--- config.mk ---
export PLATFORM = sky130hd
export DESIGN_NAME = if_fetch_unit
export DESIGN_NICKNAME = d
export VERILOG_FILES = /design/src/rtl/if_fetch_pkg.sv /design/src/rtl/if_fetch_perf.sv /design/src/rtl/if_fetch_unit.sv
export SDC_FILE = /design/constraint.sdc
export NUM_CORES = 1
export LEC_CHECK = 0
export ABC_CLOCK_PERIOD_IN_PS = 7900
export BUFFER_PORTS_ARGS = -buffer_cell sky130_fd_sc_hd__clkbuf_2
export CAP_MARGIN = 20
export CORE_MARGIN = 8
export CORE_UTILIZATION = 51
export DETAILED_ROUTE_END_ITERATION = 16
export PLACE_DENSITY = 0.74
export SLEW_MARGIN = 5
export SYNTH_ARGS = -nofsm -noshare
export SYNTH_HDL_FRONTEND = slang
export SYNTH_SLANG_ARGS = --single-unit
--- constraint.sdc ---
create_clock -name clk -period 7.9 [get_ports clk]
set_input_delay 1.185 -clock clk [delete_from_list [all_inputs] [get_ports clk]]
set_output_delay 1.185 -clock clk [all_outputs]
set_load 0.02 [all_outputs]
--- src/rtl/if_fetch_pkg.sv ---
// if_fetch_pkg
// Shared types for the instruction-fetch stage: the FSM state enum, the NOP
// word and the instruction/address record that is used both for the IF/ID
// output and for the one-entry pending buffer.
package if_fetch_pkg;

  typedef enum logic [1:0] {
    ST_IDLE    = 2'd0,
    ST_FETCH   = 2'd1,
    ST_FULL    = 2'd2,
    ST_DISCARD = 2'd3
  } fetch_state_t;

  localparam logic [31:0] NOP = 32'h0000_0000;

  typedef struct packed {
    logic [31:0] data;
    logic [31:0] addr;
    logic        valid;
  } fetch_rec_t;

  // Bubble matches the IF/ID flush value: all-zero instruction and address.
  localparam fetch_rec_t BUBBLE = '{data: NOP, addr: 32'h0000_0000, valid: 1'b0};

  function automatic fetch_rec_t make_rec(input logic [31:0] data, input logic [31:0] addr);
    fetch_rec_t r;
    r.data  = data;
    r.addr  = addr;
    r.valid = 1'b1;
    return r;
  endfunction

endpackage

--- src/rtl/if_fetch_perf.sv ---
// if_fetch_perf
// Counter bank for the fetch stage. Three free-running 32-bit counters that
// wrap at 2^32 and clear on reset. Only instantiated when IF_FETCH_PERF_EN
// is defined.
//
// Ports:
//   clk, rst          clock, asynchronous active-high reset
//   i_inc_fetched     one accepted, non-dropped instruction this cycle
//   i_inc_stall       stall cycle (FULL, or FETCH without ack)
//   i_inc_discard     one dropped response this cycle
//   perf_fetched      count of accepted instructions
//   perf_stall        count of stall cycles
//   perf_discard      count of dropped responses
module if_fetch_perf (
  input  logic        clk,
  input  logic        rst,
  input  logic        i_inc_fetched,
  input  logic        i_inc_stall,
  input  logic        i_inc_discard,
  output logic [31:0] perf_fetched,
  output logic [31:0] perf_stall,
  output logic [31:0] perf_discard
);

  logic [31:0] r_fetched;
  logic [31:0] r_stall;
  logic [31:0] r_discard;

  always_ff @(posedge clk or posedge rst) begin
    if (rst) begin
      r_fetched <= 32'd0;
      r_stall   <= 32'd0;
      r_discard <= 32'd0;
    end else begin
      if (i_inc_fetched) r_fetched <= r_fetched + 32'd1;
      if (i_inc_stall)   r_stall   <= r_stall + 32'd1;
      if (i_inc_discard) r_discard <= r_discard + 32'd1;
    end
  end

  assign perf_fetched = r_fetched;
  assign perf_stall   = r_stall;
  assign perf_discard = r_discard;

endmodule

--- src/rtl/if_fetch_unit.sv ---
// if_fetch_unit
// Instruction-fetch stage. Owns the PC, issues one outstanding request at a
// time to instruction memory over req/ack, buffers one word when IF/ID is
// holding, and kills wrong-path fetches on redirect. With nothing to present
// it drives a bubble (all-zero instruction/address, valid low).
//
// Optional feature macro: IF_FETCH_PERF_EN adds perf_fetched, perf_stall and
// perf_discard counter outputs (if_fetch_perf). Fetch behaviour is identical
// with or without it.
//
// Parameters:
//   RESET_PC      PC loaded on reset
//   PC_STEP       PC increment per fetched word
// Ports:
//   clk, rst      clock, asynchronous active-high reset
//   hold          IF/ID hold; presented instruction is not consumed
//   redirect      taken branch/jump, redirect_pc is the target
//   imem_req/addr fetch request; addr held stable until the ack edge
//   imem_ack      response valid, imem_rdata carries the word
//   instr, instr_add, instr_valid   record presented to IF/ID
//
// FSM:
//   IDLE    | one cycle after reset, no request
//   FETCH   | request outstanding at imem_addr = pc
//   FULL    | output and pending buffer both occupied, no request
//   DISCARD | wrong-path request still outstanding, its response is dropped
module if_fetch_unit
  import if_fetch_pkg::*;
#(
  parameter logic [31:0] RESET_PC = 32'h0000_0000,
  parameter logic [31:0] PC_STEP  = 32'd4
) (
  input  logic        clk,
  input  logic        rst,
  input  logic        hold,
  input  logic        redirect,
  input  logic [31:0] redirect_pc,
  output logic        imem_req,
  output logic [31:0] imem_addr,
  input  logic        imem_ack,
  input  logic [31:0] imem_rdata,
  output logic [31:0] instr,
  output logic [31:0] instr_add,
  output logic        instr_valid
`ifdef IF_FETCH_PERF_EN
  ,
  output logic [31:0] perf_fetched,
  output logic [31:0] perf_stall,
  output logic [31:0] perf_discard
`endif
);

  fetch_state_t r_state;
  logic [31:0]  r_pc;
  logic         r_req;
  logic [31:0]  r_addr;
  fetch_rec_t   r_out;
  fetch_rec_t   r_pend;

  logic [31:0]  w_pc_next;

  assign w_pc_next = r_pc + PC_STEP;

  // imem_addr is its own register rather than a copy of pc: in DISCARD the
  // pc already holds the redirect target while the old request must stay
  // on the bus until memory acknowledges it.
  always_ff @(posedge clk or posedge rst) begin
    if (rst) begin
      r_state <= ST_IDLE;
      r_pc    <= RESET_PC;
      r_req   <= 1'b0;
      r_addr  <= RESET_PC;
      r_out   <= BUBBLE;
      r_pend  <= BUBBLE;
    end else begin
      case (r_state)
        ST_IDLE: begin
          r_state <= ST_FETCH;
          r_req   <= 1'b1;
          r_addr  <= r_pc;
        end

        ST_FETCH: begin
          if (redirect) begin
            r_pc  <= redirect_pc;
            r_out <= BUBBLE;
            if (!imem_ack) begin
              // keep the wrong-path request on the bus until it completes
              r_state <= ST_DISCARD;
            end else begin
              r_addr <= redirect_pc;
            end
          end else if (imem_ack && (!r_out.valid || !hold)) begin
            r_out  <= make_rec(imem_rdata, r_pc);
            r_pc   <= w_pc_next;
            r_addr <= w_pc_next;
          end else if (imem_ack) begin
            r_pend  <= make_rec(imem_rdata, r_pc);
            r_pc    <= w_pc_next;
            r_addr  <= w_pc_next;
            r_req   <= 1'b0;
            r_state <= ST_FULL;
          end else if (!hold) begin
            r_out <= BUBBLE;
          end
        end

        ST_FULL: begin
          if (redirect) begin
            r_pc    <= redirect_pc;
            r_addr  <= redirect_pc;
            r_out   <= BUBBLE;
            r_pend  <= BUBBLE;
            r_req   <= 1'b1;
            r_state <= ST_FETCH;
          end else if (!hold) begin
            r_out   <= r_pend;
            r_pend  <= BUBBLE;
            r_req   <= 1'b1;
            r_addr  <= r_pc;
            r_state <= ST_FETCH;
          end
        end

        ST_DISCARD: begin
          r_out <= BUBBLE;
          if (redirect) begin
            r_pc <= redirect_pc;
            // An ack on the same edge still closes the old handshake, so the
            // next request can go straight to the new target.
            if (imem_ack) begin
              r_addr  <= redirect_pc;
              r_state <= ST_FETCH;
            end
          end else if (imem_ack) begin
            r_addr  <= r_pc;
            r_state <= ST_FETCH;
          end
        end

        default: begin
          r_state <= ST_IDLE;
          r_req   <= 1'b0;
        end
      endcase
    end
  end

  assign imem_req    = r_req;
  assign imem_addr   = r_addr;
  assign instr       = r_out.data;
  assign instr_add   = r_out.addr;
  assign instr_valid = r_out.valid;

`ifdef IF_FETCH_PERF_EN
  logic w_inc_fetched;
  logic w_inc_stall;
  logic w_inc_discard;

  assign w_inc_fetched = (r_state == ST_FETCH) && imem_ack && !redirect;
  assign w_inc_stall   = (r_state == ST_FULL) || ((r_state == ST_FETCH) && !imem_ack);
  assign w_inc_discard = imem_ack &&
                         (((r_state == ST_FETCH) && redirect) || (r_state == ST_DISCARD));

  if_fetch_perf u_perf (
    .clk           (clk),
    .rst           (rst),
    .i_inc_fetched (w_inc_fetched),
    .i_inc_stall   (w_inc_stall),
    .i_inc_discard (w_inc_discard),
    .perf_fetched  (perf_fetched),
    .perf_stall    (perf_stall),
    .perf_discard  (perf_discard)
  );
`endif

endmodule

After elaboration in Yosys (flattened, before gate mapping):

Cells that the tools add are included.

* $add $sub $neg: 1
* reductions and logical operators: 16
* muxes and demuxes: 38
* equality and inequality tests: 16

Operators by type and width (count)
* two-way mux 65 bit: 10
* two-way mux 32 bit: 10
* case mux 65 bit (3 select lines): 1
* case mux 65 bit (2 select lines): 1
* case mux 32 bit (4 select lines): 1
* case mux 32 bit (2 select lines): 1
* adder 32 x 3 -> 32 bit (second input constant): 1
* != test 3 bit (second input constant): 5
* AND reduction 5 bit: 3
* two-way mux 2 bit: 7
* != test 4 bit (second input constant): 3
* != test 2 bit (second input constant): 4
* case mux 2 bit (4 select lines): 1
* AND reduction 3 bit: 2
* nonzero test 3 bit: 2
* two-way mux 1 bit: 5
* == test 2 bit (second input constant): 2
* AND reduction 4 bit: 1
* nonzero test 2 bit: 2
* case mux 1 bit (3 select lines): 1
* == test 2 x 1 -> 1 bit (second input constant): 1
* logical NOT 1 bit: 2
* logical NOT 2 bit: 1
* != test 2 x 1 -> 1 bit (second input constant): 1
* 3 further kinds: 3

* word-level logic and storage cells: 81
* output and inout port bits: 98
* register bits after elaboration: 197

Longest topological paths before layout:

* depth after elaboration: 6
* gate-level depth with buffers: 8
* depth with buffers taken out: 6

Worst setup path after synthesis:

OpenSTA, ideal clock, no wires.

* kind: in2reg
* start point: in imem_ack
* end point: reg r_addr[26] (netlist: imem_addr[26])
* data arrival time: 2.742 ns
* buffers on the path: 2
* library setup time: 0.123 ns
* stages on the path: 7
* path slack: 5.036 ns
* cell sequence: clkbuf_1 -> buf_1 -> mux2i_1 -> o22ai_1 -> a211oi_1 -> a21oi_1 -> o221a_2

* longest elaborated chain between the ends: 4
* elaborated cells between the ends (all ways): 9
* classes of those cells: eq/ne: 2; mux: 5; reduce/logical: 2

Ends and longest elaborated chain
* from (decl): line if_fetch_unit.sv:40 `input logic imem_ack,`
* logical AND 1 bit: line if_fetch_unit.sv:93 `end else if (imem_ack && (!r_out.valid || !hold)) begin`
* two-way mux 32 bit: line if_fetch_unit.sv:93
* two-way mux 32 bit: line if_fetch_unit.sv:84 `if (redirect) begin`
* case mux 32 bit (4 select lines): line if_fetch_unit.sv:76 `case (r_state)`
* to (signal assigned): line if_fetch_unit.sv:80 `r_addr <= r_pc;`
* to (signal assigned): line if_fetch_unit.sv:91 `r_addr <= redirect_pc;`
* to (signal assigned): line if_fetch_unit.sv:96 `r_addr <= w_pc_next;`
* to (decl): line if_fetch_unit.sv:56 `logic [31:0] r_addr;`

Several ways; a longest one is shown, not always the timed one.
A chain may end at the register's enable or synchronous reset.

Final worst setup path:

* start point: in redirect
* end point: reg r_out, in the netlist instr[25]

* longest elaborated chain between the ends: 2
* elaborated cells between the ends (all ways): 7
* classes of those cells: eq/ne: 3; mux: 3; reduce/logical: 1

Ends and longest elaborated chain
* from (decl): line if_fetch_unit.sv:36 `input logic redirect,`
* != test 4 bit (no line), or another cell as far along
* AND reduction 4 bit (no line) / case mux 65 bit (3 select lines) (equally long branches)
* to (signal assigned): line if_fetch_unit.sv:94 `r_out <= make_rec(imem_rdata, r_pc);`
* to (signal assigned): line if_fetch_unit.sv:117 `r_out <= r_pend;`
* to (decl): line if_fetch_unit.sv:57 `fetch_rec_t r_out;`

Several ways; a longest one is shown, not always the timed one.

==> flow_summary_export.csv <==
group,metric,value,unit
yosys,synth_common_cells,"dfrtp_1 (197), a21oi_1 (121), nor2_1 (108)",
yosys,ys_seq_elements,197,
flow_run,drv_cap,0,
worst_hold_path,min_to,"imem_addr[3]",
drt,drtPass1Iterations,6,
global_route,grt_pass1_vias,9013,
drt,via_count,9118,
floorplanning,core,19500,um2
yosys,syn-num-nets,1143,
pwr,ir_drop,0.000144,V
timing,fin_crit,3.81,ns
clock_network,numCtsBuffers,17,
timing,fin_skew,0.0192,ns
critical_path,path_class,"input pin to flop",
final_layout,area_growth,14.5,%
yosys,synth_top_area_frac,0.487,
final_layout,num-fill-cells,1684,
final_layout,final_util,0.595,
floorplanning,row_count,51,
final_layout,final_layout_size_suffix_gt1_frac,0.213,
timing,max_freq,263,MHz
drt,postRouteAntennaNets,0,
timing,finalMaxSlewViolations,0,
drt,detail_route.iter0.violations,824,
yosys,synth_warnings,0,
final_layout,num-nets-final,1226,
critical_path,r2r_end,"imem_addr[4]",
run_status,status,"finished clean",
timing,rsz0062_at_grt,"false",
clock_network,ctsHoldBuffers,0,
final_layout,diodes,0,
critical_path,critPathMaxFanout,100,
timing,finalHoldViolations,0,
critical_path,ff2ff_setup_slack,4.86,ns
floorplanning,dieHeight,157,um
worst_hold_path,min-delay-start,"imem_addr[3]",
global_route,antenna_found_initial,0,
global_route,grt_first_pass_wirelength,48.5,mm
yosys,synth-edff-count,0,
timing,fin_tns_setup,0,ns
drt,drt-wirelength-per-cell,21.0,um
pwr,leakagePower,5.30,nW
worst_hold_path,hold_path.class,"flop to flop",
yosys,yosysSeqAreaShare,0.487,
timing,finalCritPeriodShare,0.482,
yosys,ys_types,65,
clock_network,htree_levels,4,
pwr,cellPowerDensity,254,nW/um2
floorplanning,start_util,0.520,
placed_design,place_hpwl,19.4,mm
clock_network,cts_tree,"done",
yosys,synth.avg_cell_area,9.43,um2
yosys,yosysTopAreaCell,"dfrtp_1",
yosys,yosys_most_used_dff,"dfrtp_1",
yosys,yosysMostFrequentCell,"dfrtp_1",
timing,max_slew.worst_pin.slew,1.11,ns
global_route,gr-total-overflow,0,
clock_network,clock-sinks,197,
floorplanning,ioPinCount,167,
drt,drt-vias-per-instance,6.36,
critical_path,reg2reg_depth,6,
yosys,synth_area_leaders,"dfrtp_1 (49%), a22o_1 (6.1%), a21oi_1 (6.0%)",
yosys,synthArstFlopShare,1.00,
clock_network,clk_path_buf_depth,2,
critical_path,critPathArrivalTime,4.07,ns
floorplanning,dieArea,24600,um2
timing,relSlewSlack,0.259,
global_route,grtUsageTotal,0.248,
drt,drc,0,
worst_hold_path,whs_path_depth,2,
critical_path,start_kind,"input pin",
drt,drt_wl_total,30.1,mm
yosys,netlist_instances,1073,
clock_network,clkTransAtPathRegs,0.08,ns
critical_path,end_kind,"flop",
placed_design,routabilityCongestion,0.882,
clock_network,cts_resized,0,
clock_network,clock_latency,0.45,ns
global_route,grt_max_degree,128,
clock_network,cts-root-buf,"clkbuf_16",
timing,setup_viol,0,
critical_path,cp_data_required_time,8.17,ns
clock_network,post-cts-setup-buffer-count,0,
floorplanning,fp.dieW,157,um
yosys,syn_area,10100,um2
placed_design,portBuffers,166,
critical_path,reg2reg_from,"r_state[0]",
## power breakdown
| group | internal, mW | leakage [nW] | switching (mW) |
|---|---|---|---|
| Sequential | 1.20 | 2.50 | 0.199 |
| Combinational | 0.272 | 2.51 | 0.373 |
| Clock | 0.460 | 0.291 | 0.430 |
| Total | 1.94 | 5.30 | 1.00 |
## cell usage in the layout, fill, tap and decap left out, types with 8 or more instances in the layout
| cell | count |
|---|---|
| o22ai_1 | 24 |
| nor2b_1 | 8 |
| mux2i_1 | 20 |
| inv_1 | 8 |
| nand2_1 | 72 |
| a22oi_1 | 73 |
| clkbuf_16 | 17 |
| nor2_1 | 104 |
| a21oi_1 | 120 |
| nor3_1 | 15 |
| clkbuf_2 | 166 |
| o21ai_0 | 47 |
| nand4_1 | 9 |
| a2bb2oi_1 | 12 |
| nand3_1 | 20 |
| a31oi_1 | 9 |
| dfrtp_1 | 197 |
| buf_4 | 14 |
| a211oi_1 | 9 |
| a22o_1 | 71 |
## worst max-delay path, cell delays in order
cell and delay, ns:
clkbuf_2 0.08, buf_4 0.51, nand2b_1 0.36, a21oi_1 0.23
nor2_4 0.61, buf_4 0.82, a21oi_1 0.18
## sequential cells by signal, indices dropped and copies added (netlist names)
register and flops:
instr_add 32, r_state 2, instr 32, instr_valid 1, imem_addr 32, r_pc 32, r_pend 65, imem_req 1
## final cells by class
cell class                 instances  area, um2  share of cell area
sequential                       197       4930               0.426
multi-input combinational        750       4730               0.408
timing repair buffer             181        947              0.0818
clock buffer                      18        439              0.0379
tap                              265        332              0.0286
clock inverter                    14        164              0.0141
inverter                           9       41.3             0.00356
## stage by stage
stage / area, um2 / power [mW] / std cells / hold slack (ns) / setup WS (ns)
after global placement: 11000 / 2.04 / 1401 / 0.461 / 3.91
final: 11600 / 2.94 / 1434 / 0.482 / 4.09
after CTS: 11600 / 2.95 / 1434 / 0.489 / 4.18
after detailed placement: 11000 / 2.06 / 1402 / 0.472 / 3.72
after global routing: 11600 / 3.09 / 1434 / 0.515 / 3.80
after floorplan: 10100 / 1.83 / 1073 / 0.450 / 1.35
## per-layer routing
metal / up-vias / wire [um] / track usage
li1: 4182 / - / -
met1: 4443 / 12300 / 0.322
met2: 424 / 14200 / 0.392
met3: 69 / 2540 / 0.0557
met4: 0 / 1010 / 0.107
met5: - / 0 / 0
## kinds of logic after synthesis
kind of cell               count (synthesis)  share of synthesized area
AOI/OAI and AO/OA                        441                      0.299
xor gates and xnor gates                   4                    0.00346
adders and majority gates                  1                    0.00124
buffers and inverters                    126                     0.0505
DFF                                      197                      0.487
muxes                                     27                     0.0276
and+or+nand+nor                          277                      0.131
## worst max path at each step
stage | start | endpoint | slack [ns] | cells after the start
6_report | redirect | instr[25] | 4.09 | 7
3_3_place_gp | redirect | instr_add[23] | 3.91 | 7
4_1_cts | redirect | instr[25] | 4.18 | 7
2_1_floorplan | rst | imem_addr[0] | 1.35 | 1
3_5_place_dp | redirect | instr_add[30] | 3.72 | 7
5_1_grt | redirect | instr[13] | 3.80 | 8
No activity file was read; power rests on OpenSTA's default activity.
